`config.mk`:
```
export PLATFORM = sky130hd
export DESIGN_NAME = sixteen_bit_adder
export DESIGN_NICKNAME = d
export VERILOG_FILES = /design/src/rtl/sixteen_bit_adder_pkg.sv /design/src/rtl/sixteen_bit_adder_full_adder.sv /design/src/rtl/sixteen_bit_adder.sv
export SDC_FILE = /design/constraint.sdc
export NUM_CORES = 1
export LEC_CHECK = 0
export ABC_CLOCK_PERIOD_IN_PS = 9970
export CAP_MARGIN = 30
export CORE_MARGIN = 2
export CORE_UTILIZATION = 38
export CTS_CLUSTER_SIZE = 24
export DETAILED_ROUTE_END_ITERATION = 10
export PLACE_DENSITY = 0.78
export SKIP_LAST_GASP = 1
export SYNTH_ARGS = -nofsm -noshare
export SYNTH_HDL_FRONTEND = slang
export SYNTH_SLANG_ARGS = --single-unit
export TNS_END_PERCENT = 20
```
`constraint.sdc`:
```
create_clock -name clk -period 9.97 [get_ports clk]
set_input_delay 1.4955 -clock clk [delete_from_list [all_inputs] [get_ports clk]]
set_output_delay 1.4955 -clock clk [all_outputs]
set_load 0.01 [all_outputs]
```
`src/rtl/sixteen_bit_adder_pkg.sv`:
```
// Shared types for the 16-bit ripple adder and the 32-bit datapath that
// chains two of them.
package sixteen_bit_adder_pkg;

  localparam int ADD_WIDTH = 16;

  typedef logic [15:0] word_t;

  typedef struct packed {
    word_t sum;
    logic  cout;
  } add_result_t;

endpackage

```
`src/rtl/sixteen_bit_adder_full_adder.sv`:
```
// Single-bit full-adder cell; the unit of the ripple chain.
// Purely combinational.
module full_adder (
  input  logic a,
  input  logic b,
  input  logic cin,
  output logic s,
  output logic cout
);

  logic p;

  assign p    = a ^ b;
  assign s    = p ^ cin;
  assign cout = (a & b) | (cin & p);

endmodule

```
`src/rtl/sixteen_bit_adder.sv`:
```
// Registered 16-bit ripple-carry adder with carry in/out.
// Define SIXTEEN_BIT_ADDER_OVF_EN to add the registered signed-overflow port ovf.
module sixteen_bit_adder
  import sixteen_bit_adder_pkg::*;
#(
  parameter int WIDTH = ADD_WIDTH
) (
  input  logic             clk,
  input  logic             rst_n,
  input  logic             in_valid,
  input  logic [WIDTH-1:0] a,
  input  logic [WIDTH-1:0] b,
  input  logic             cin,
  output logic [WIDTH-1:0] sum,
  output logic             cout,
  output logic             out_valid
`ifdef SIXTEEN_BIT_ADDER_OVF_EN
  ,
  output logic             ovf
`endif
);

  logic [WIDTH:0]   c;
  logic [WIDTH-1:0] s;

  logic [WIDTH-1:0] sum_d, sum_q;
  logic             cout_d, cout_q;
  logic             out_valid_d, out_valid_q;

  assign c[0] = cin;

  // Carry ripples LSB to MSB through the cell chain.
  for (genvar i = 0; i < WIDTH; i++) begin : g_fa
    full_adder u_fa (
      .a    (a[i]),
      .b    (b[i]),
      .cin  (c[i]),
      .s    (s[i]),
      .cout (c[i+1])
    );
  end

  always_comb begin
    sum_d       = sum_q;
    cout_d      = cout_q;
    out_valid_d = 1'b0;
    if (in_valid) begin
      sum_d       = s;
      cout_d      = c[WIDTH];
      out_valid_d = 1'b1;
    end
  end

  always_ff @(posedge clk) begin
    if (!rst_n) begin
      sum_q       <= '0;
      cout_q      <= 1'b0;
      out_valid_q <= 1'b0;
    end else begin
      sum_q       <= sum_d;
      cout_q      <= cout_d;
      out_valid_q <= out_valid_d;
    end
  end

  assign sum       = sum_q;
  assign cout      = cout_q;
  assign out_valid = out_valid_q;

`ifdef SIXTEEN_BIT_ADDER_OVF_EN
  logic ovf_d, ovf_q;

  // Signed overflow: carry into the sign bit differs from carry out.
  always_comb begin
    ovf_d = ovf_q;
    if (in_valid) begin
      ovf_d = c[WIDTH] ^ c[WIDTH-1];
    end
  end

  always_ff @(posedge clk) begin
    if (!rst_n) begin
      ovf_q <= 1'b0;
    end else begin
      ovf_q <= ovf_d;
    end
  end

  assign ovf = ovf_q;
`endif

endmodule

```
==> results of run 1 <==
## layout make-up
class                           instances  area share
Inverter                                7      0.0164
Sequential cell                        18       0.225
Clock buffer                            3      0.0141
Multi-Input combinational cell         51       0.372
Tap cell                               30      0.0235
Timing Repair Buffer                   54       0.349
## power by group through the flow
stage,combinational (mW),clock [mW],sequential (mW)
after floorplan,0.0248,0,0.0883
after global placement,0.0628,0,0.0846
after CTS,0.0671,0.0376,0.0834
after global routing,0.0733,0.0400,0.0843
final,0.0656,0.0353,0.0833
after detailed placement,0.0669,0,0.0849
## through the flow
step                cells  cell area, µm²  utilization  hold slack, ps  total power [mW]
global route          163            1600        0.640             509             0.198
floorplan              79            1010            -             519             0.113
detailed placement    160            1580        0.631             466             0.152
CTS                   163            1600        0.640             491             0.188
global placement      159            1550        0.620             461             0.147
finish                163            1600        0.640             490             0.184
## worst paths after layout
path / endpoint / cells after the start
worst max-delay path: sum[15]$_SDFFE_PN0P_ / 22
worst min-delay path: sum[9]$_SDFFE_PN0P_ / 1
worst max register to register: sum[12]$_SDFFE_PN0P_ / 2
worst min register to register: sum[9]$_SDFFE_PN0P_ / 1
## metal layers
| metal | vias to the layer above | GRT usage | share of wire | routed length (µm) |
|---|---|---|---|---|
| met2 | 36 | 0.269 | 0.54 | 1120 |
| met5 | - | 0 | 0 | 0 |
| li1 | 355 | - | - | - |
| met1 | 358 | 0.142 | 0.34 | 703 |
| met4 | 0 | 0.0523 | 0.0053 | 11 |
| met3 | 2 | 0.0656 | 0.12 | 244 |
## cells by family (layout without fill, tap and decap cells)
logic type	after synthesis	in the layout
AO/OA/AOI/OAI	3	3
adder cells (fa/ha/maj)	16	16
buffers and inverters	10	64
flip-flops	18	18
multiplexers	14	14
AND/OR/NAND/NOR	18	18
## layout by cell type, fill, tap and decap left out
master,instances
clkdlybuf4s50_1,53
dfxtp_1,18
fa_1,16
mux2i_1,14
nor2b_1,14
inv_1,7
nand2_1,3
o211a_1,3
clkbuf_4,3
and2_1,1
buf_16,1
## state kept, by name, summed over array words and instances (netlist names)
| register | count |
|---|---|
| cout | 1 |
| out_valid | 1 |
| sum | 16 |
## worst reg2reg max path: cells and delay by family, from the launching register on
kind / cells / cell delay [ps]
simple gates: 1 / 70
flops: 1 / 330
mux: 1 / 140
==> impl_results.md, run 1 <==
* Status: finished clean
* Post-CTS setup buffers at 0
* I/O Buffers at 53
* Peak VDD IR at 0.0656 mV
* Setup TNS at 0 ps
* WL/cell at 12.8 µm
* Initial DRC count at 4
* Count of final setup violators at 0
* Clock latency on the worst-skew pair at 280 ps
* Origin of the worst setup path: a[0]
* Final hold violations at 0
* Hpwl dp at 1750 µm
* Tot GR Track Use at 0.146
* Final Critical Period at 8190 ps
* Post-synthesis mux area share at 0.139
* NumNets Final at 187
* Power Dens Cells at 115 mW/mm²
* Detail Route Antenna Nets at 0
* Post-synthesis simple-gate area fraction at 0.104
* Area taken by multi-input logic gates at 596 µm²
* Post-CTS sizing at 0
* Final period util at 0.822
* Compound-Gate Fraction of Synth Area at 0.0297
* Ys async rst share at 0
* Max_slew headroom at 0.657
* CP endpoint kind: flop
* Vias in the first global route at 839
* First-pass GRT wire length at 3500 µm
* P&R area growth vs syn at 58.5%
* Post-Synth XOR/XNOR Area at 0
* Max_cap viols at 0
* Die H at 55.5 µm
* Fmax at 122 MHz
* Hold buffers post-CTS at 0
* Largest cells by area after synthesis: dfxtp_1 (36%), fa_1 (32%), mux2i_1 (14%)
* # fillers at 198
* Cell mode on critical path: fa_1
* H-tree depth at 1
* Main combinational cell family by area after synthesis: adder cells
* Worst-path clk slew at 100 ps
* Synth Register Bits at 18
* CTS Root Cell: clkbuf_4
* Die W at 55.5 µm
* Clk buf depth at 2
* Unrepaired setup endpoints after global routing: false
* Clk pwr share at 0.192
* Share of cells above drive strength 1 at 0.0301
* Critical-path top delay cell: fa_1
* Sink Count at 18
* Crit Path Category: in2reg
* Start of the worst register-to-register path: sum[12]$_SDFFE_PN0P_
* Critical-path cell list: clkdlybuf4s50_1 -> fa_1 -> fa_1 -> fa_1 -> fa_1 -> fa_1 -> fa_1 -> fa_1 -> fa_1 -> fa_1 -> inv_1 -> fa_1 -> inv_1 -> fa_1 -> fa_1 -> fa_1 -> fa_1 -> fa_1 -> inv_1 -> fa_1 -> nand2_1 -> o211a_1
* Core Footprint at 0.00250 mm²
* Synth area leader: dfxtp_1
* Most frequent cell after synthesis: dfxtp_1
* Sw Ratio at 0.272
* Crit start category: input port
* Skew final at 0 ps
* ANT cells at 0
* Buffers & Inverters on Critical Path at 4
* Psw at 0.0502 mW
* I/O Pins at 54
* CP delay by family, top: adder cells
* Worst min-delay path class: reg2reg
* Arrival time at the worst endpoint at 8430 ps
* Part of the Yosys area used for sequential elements at 0.357
* Distinct cells, synth at 10
* Post-place setup slack at 1440 ps
* TritonCTS Buffers at 3
* Vias per cell at 4.61
* Internal power at 0.134 mW
* Required @ worst endpoint at 10210 ps
* Starting Density at 0.404
* Leak at 0.677 nW
* Ys flop type: dfxtp_1
* Synth top area share at 0.357
* First drt pass iteration count at 4
* Cell count after synthesis at 79
* Min setup slack post-route at 1780 ps
* Total Routed Length at 2080 µm
* Tightest Pin Transition at 512 ps
* Avg Inst Size Synth at 12.8 µm²
* CTS tree: done
* Placer Congestion at 0.692
* Synth Area in Adders at 0.317
* Slew Viols, Final at 0
* Initial antenna violation count at 0
* GRT overflow at 0
* Reg power frac at 0.452
* Most common library cells after synthesis: dfxtp_1 (18), fa_1 (16), mux2i_1 (14), nor2b_1 (14), inv_1 (7)
* Post-Syn Nets at 131
* Die area at 0.00309 mm²
* DR DRC count at 0
* Std cell rows at 18
* Number of synthesized flops with an enable pin at 0
* Hold path start: sum[9]$_SDFFE_PN0P_
* Mapped Area at 0.00101 mm²
* Reg2reg setup slack at 9340 ps
* Ys Warns at 0
* CP max stage delay at 440 ps
* Area occupied by registers at 360 µm²
* Via count at 751
* CP max FO at 1
* Largest net degree at the start of global routing at 19
* Comb power frac at 0.356
No activity file was read; power rests on OpenSTA's default activity.
==> run 2, diff against run 1 <==
- ABC_CLOCK_PERIOD_IN_PS: 9970 -> 7600
- clock period: 9.97 -> 7.6 ns (I/O delays scaled with it)
==> impl_results.md, run 2 (synthesized netlist as in run 1, its figures left out) <==
* Status: finished clean
* First drt pass iteration count at 2
* Placed Area at 0.00157 mm²
* Initial DRC count at 7
* Core Footprint at 0.00250 mm²
* Die W at 55.5 µm
* Cell mode on critical path: fa_2
* I/O Buffers at 53
* Tot GR Track Use at 0.146
* Max_cap viols at 0
* Worst-path clk slew at 100 ps
* CP max FO at 1
* Std cell rows at 18
* WL/cell at 12.8 µm
* RR Endpoint: sum[6]$_SDFFE_PN0P_
* First-pass GRT wire length at 3510 µm
* Clock latency on the worst-skew pair at 280 ps
* Skew final at 0 ps
* TritonCTS Buffers at 3
* Cell area after layout at 0.00161 mm²
* Clk buf depth at 2
* Critical-path cell list: clkdlybuf4s50_1 -> fa_2 -> fa_1 -> fa_2 -> fa_1 -> fa_2 -> fa_2 -> fa_2 -> fa_2 -> fa_1 -> inv_1 -> fa_1 -> inv_1 -> fa_2 -> fa_2 -> fa_2 -> fa_2 -> fa_1 -> inv_1 -> fa_1 -> nand2_1 -> o211a_1
* Share of cells above drive strength 1 at 0.105
* Slew Viols, Final at 0
* CTS tree: done
* Hold buffers post-CTS at 0
* Critical-path top delay cell: clkdlybuf4s50_1
* DR DRC count at 0
* Power Dens Cells at 150 mW/mm²
* Leak at 0.664 nW
* Placer Congestion at 0.695
* Final period util at 0.966
* H-tree depth at 1
* Unrepaired setup endpoints after global routing: false
* Initial antenna violation count at 0
* Via count at 738
* P&R area growth vs syn at 59.7%
* Vias per cell at 4.53
* CP max stage delay at 430 ps
* Total Routed Length at 2090 µm
* Largest net degree at the start of global routing at 19
* Required @ worst endpoint at 7830 ps
* Most common cell after layout, fill and taps aside: clkdlybuf4s50_1
* Start of the worst register-to-register path: sum[6]$_SDFFE_PN0P_
* Arrival time at the worst endpoint at 7570 ps
* Post-CTS setup buffers at 0
* Commonest non-fill, non-tap cells in the layout: clkdlybuf4s50_1 (53), dfxtp_1 (18), mux2i_1 (14), nor2b_1 (14), fa_2 (10)
* Crit Path Category: in2reg
* Max_slew headroom at 0.630
* Starting Density at 0.404
* Hpwl dp at 1680 µm
* Hold path start: sum[9]$_SDFFE_PN0P_
* CTS Root Cell: clkbuf_4
* GRT overflow at 0
* Worst r2r path cells at 2
* WHS Endpoint: sum[9]$_SDFFE_PN0P_
* Buffers & Inverters on Critical Path at 4
* Final hold violations at 0
* CP endpoint kind: flop
* Worst min-delay path class: reg2reg
* Final Critical Period at 7340 ps
* Crit start category: input port
* Peak VDD IR at 0.0825 mV
* I/O Pins at 54
* Die H at 55.5 µm
* ANT cells at 0
* Sink Count at 18
* Post-Place Cells at 160
* Max reg flops at 16
* Count of final setup violators at 0
* # fillers at 202
* NumNets Final at 187
* Die area at 0.00309 mm²
* Worst Hold Depth at 1
* Vias in the first global route at 813
* Reg2reg setup slack at 6950 ps
* WP depth at 22
* Fin cells at 163
* Fmax at 136 MHz
* Detail Route Antenna Nets at 0
* Tightest Pin Transition at 553 ps
* CP delay by family, top: adder cells
[run 2: per-layer routing]
layer | GRT usage | wire length (µm)
met1 | 0.162 | 809
met2 | 0.260 | 1070
met3 | 0.0468 | 203
met4 | 0.0523 | 11
met5 | 0 | 0
[run 2: stage by stage]
step | hold WS (ps) | power [mW] | setup TNS [ps] | setup slack (ps) | util
floorplan | 519 | 0.148 | 0 | 204 | -
global placement | 461 | 0.193 | -915 | -513 | 0.620
detailed placement | 472 | 0.197 | -1050 | -561 | 0.626
CTS | 497 | 0.246 | 0 | 13.0 | 0.641
global route | 531 | 0.260 | 0 | 35.5 | 0.645
finish | 497 | 0.241 | 0 | 260 | 0.645
[run 2: power breakdown]
group	internal [mW]	switching [mW]
registers	0.104	0.00512
logic	0.0534	0.0329
clock network	0.0184	0.0274
[run 2: worst max-delay path by stage]
| stage | start | endpoint | slack, ps |
|---|---|---|---|
| global placement | a[0] | sum[15]$_SDFFE_PN0P_ | -510 |
| global route | a[0] | sum[15]$_SDFFE_PN0P_ | 40 |
| finish | a[0] | sum[15]$_SDFFE_PN0P_ | 260 |
| floorplan | a[0] | sum[15]$_SDFFE_PN0P_ | 200 |
| detailed placement | a[0] | sum[15]$_SDFFE_PN0P_ | -560 |
| CTS | a[0] | sum[15]$_SDFFE_PN0P_ | 10 |
[run 2: cell type report]
cell class / instances / area (µm²) / share of cell area
Inverter: 7 / 26.3 / 0.0163
Tap cell: 30 / 37.5 / 0.0233
Sequential cell: 18 / 360 / 0.223
Timing Repair Buffer: 54 / 546 / 0.338
Multi-Input combinational cell: 51 / 621 / 0.385
Clock buffer: 3 / 22.5 / 0.0140
[run 2: worst reg2reg max path: stages (launching register included)]
cell and delay (ps):
dfxtp_1 360, mux2i_1 80, nor2b_1 140
[run 2: what timing repair did]
| item | CTS | global route |
|---|---|---|
| gates resized for setup | 6 | 4 |
| endpoints found under the setup margin | 2 | 1 |
| pin swaps | 1 | 1 |
| hold endpoints to repair | 0 | 0 |
==> run 3, diff against run 2 <==
- RECOVER_POWER: default -> 25
- SKIP_LAST_GASP: 1 -> default
==> impl_results.md, run 3 (synthesized netlist as in run 1, its figures left out) <==
* Status: finished clean
* Tightest Pin Transition at 681 ps
* Power Total at 0.239 mW
* Final Critical Period at 7360 ps
* Final hold violations at 0
* Crit start category: input port
* Sink Count at 18
* Initial DRC count at 4
* Core Footprint at 0.00250 mm²
* Std cell rows at 18
* Max_cap viols at 0
* CP max FO at 1
* CTS Root Cell: clkbuf_4
* Max reg flops at 16
* Start of the worst register-to-register path: sum[6]$_SDFFE_PN0P_
* First drt pass iteration count at 2
* RR Endpoint: sum[6]$_SDFFE_PN0P_
* Min setup slack post-route at 244 ps
* DR DRC count at 0
* I/O Buffers at 53
* Clk buf depth at 2
* Peak VDD IR at 0.0820 mV
* Via count at 734
* Slew Viols, Final at 0
* WL/cell at 12.9 µm
* Leak at 0.674 nW
* Share of cells above drive strength 1 at 0.0977
* I/O Pins at 54
* Post-place setup slack at -561 ps
* Starting Density at 0.404
* Unrepaired setup endpoints after global routing: false
* TritonCTS Buffers at 3
* Hold buffers post-CTS at 0
* Fmax at 136 MHz
* Vias in the first global route at 813
* Placed Area at 0.00157 mm²
* Skew final at 0 ps
* Die area at 0.00309 mm²
* NumNets Final at 187
* Worst r2r path cells at 2
* Placer Congestion at 0.695
* Tot GR Track Use at 0.146
* Commonest non-fill, non-tap cells in the layout: clkdlybuf4s50_1 (45), dfxtp_1 (18), mux2i_1 (14), nor2b_1 (14), fa_2 (10)
* Post-Place Cells at 160
* H-tree depth at 1
* CTS tree: done
* Largest net degree at the start of global routing at 19
* Reg2reg setup slack at 6960 ps
* P&R area growth vs syn at 58.6%
* Die H at 55.5 µm
* Max_slew headroom at 0.546
* CP endpoint kind: flop
* Crit Path Category: in2reg
* Initial antenna violation count at 0
* Count of final setup violators at 0
* Vias per cell at 4.50
* Cell area after layout at 0.00160 mm²
* Final period util at 0.968
* Power Dens Cells at 149 mW/mm²
* Origin of the worst setup path: a[0]
* First-pass GRT wire length at 3510 µm
* Detail Route Antenna Nets at 0
* Worst-path clk slew at 100 ps
* Arrival time at the worst endpoint at 7590 ps
* End of the critical path: sum[15]$_SDFFE_PN0P_
* Required @ worst endpoint at 7830 ps
* Hpwl dp at 1680 µm
* Worst min-delay path class: reg2reg
* Total Routed Length at 2100 µm
* Die W at 55.5 µm
* Clock latency on the worst-skew pair at 280 ps
* # fillers at 204
* GRT overflow at 0
* Fin cells at 163
* Most common cell after layout, fill and taps aside: clkdlybuf4s50_1
* ANT cells at 0
==> run 3: cell count changes in the layout (fill, tap and decap cells not counted), sizes merged <==
cell / change
clkdlybuf4s50: -8
buf: -1
clkbuf: +1
dlygate4sd3: +8
==> run 3: power breakdown <==
group | switching, mW | leakage, nW | internal, mW
Clock | 0.0273 | 0.0138 | 0.0184
Combinational | 0.0329 | 0.511 | 0.0514
Sequential | 0.00489 | 0.149 | 0.104
==> run 3: worst min path at each step <==
stage / startpoint / end / slack, ps / cells past startpoint
2_1_floorplan: cout$_SDFFE_PN0P_ / cout$_SDFFE_PN0P_ / 520 / 1
3_3_place_gp: sum[9]$_SDFFE_PN0P_ / sum[9]$_SDFFE_PN0P_ / 460 / 1
3_5_place_dp: sum[9]$_SDFFE_PN0P_ / sum[9]$_SDFFE_PN0P_ / 470 / 1
4_1_cts: sum[9]$_SDFFE_PN0P_ / sum[9]$_SDFFE_PN0P_ / 500 / 1
5_1_grt: sum[9]$_SDFFE_PN0P_ / sum[9]$_SDFFE_PN0P_ / 530 / 1
6_report: sum[9]$_SDFFE_PN0P_ / sum[9]$_SDFFE_PN0P_ / 500 / 1
==> run 3: what timing repair did <==
item / 4_1_cts / 5_1_grt
endpoints found under the setup margin: 2 / 1
buffers inserted: 0 / 0
resized for setup: 6 / 4
gates cloned: 0 / 0
pin swaps: 1 / 1
==> run 3: layer usage <==
layer | part of all wire | track usage | up-vias | wire length [µm]
li1 | - | - | 357 | -
met2 | 0.52 | 0.260 | 34 | 1100
met3 | 0.096 | 0.0468 | 2 | 201
met5 | 0 | 0 | - | 0
met4 | 0.0053 | 0.0523 | 0 | 11
met1 | 0.37 | 0.162 | 341 | 783
==> run 3: area by class of cell <==
type / instances / area, µm² / share of cell area
multi-input combinational: 51 / 621 / 0.387
timing repair buffer: 54 / 534 / 0.334
sequential: 18 / 360 / 0.225
tap: 30 / 37.5 / 0.0234
inverter: 7 / 26.3 / 0.0164
clock buffer: 3 / 22.5 / 0.0141
==> run 3: critical path: stages <==
cell	delay [ps]
clkdlybuf4s50_1	430
fa_2	390
fa_1	380
fa_2	350
fa_1	380
fa_2	350
fa_2	350
fa_2	350
fa_2	340
fa_1	360
inv_1	70
fa_1	150
inv_1	50
fa_2	330
fa_2	370
fa_2	350
fa_2	360
fa_1	370
inv_1	80
fa_1	400
nand2_1	70
o211a_1	140
==> run 3: stage by stage <==
step	hold slack, ps	setup TNS (ps)	utilization
final	497	0	0.641
after global routing	531	0	0.641
after global placement	461	-915	0.620
after CTS	497	0	0.641
after floorplan	519	0	-
after detailed placement	472	-1050	0.626
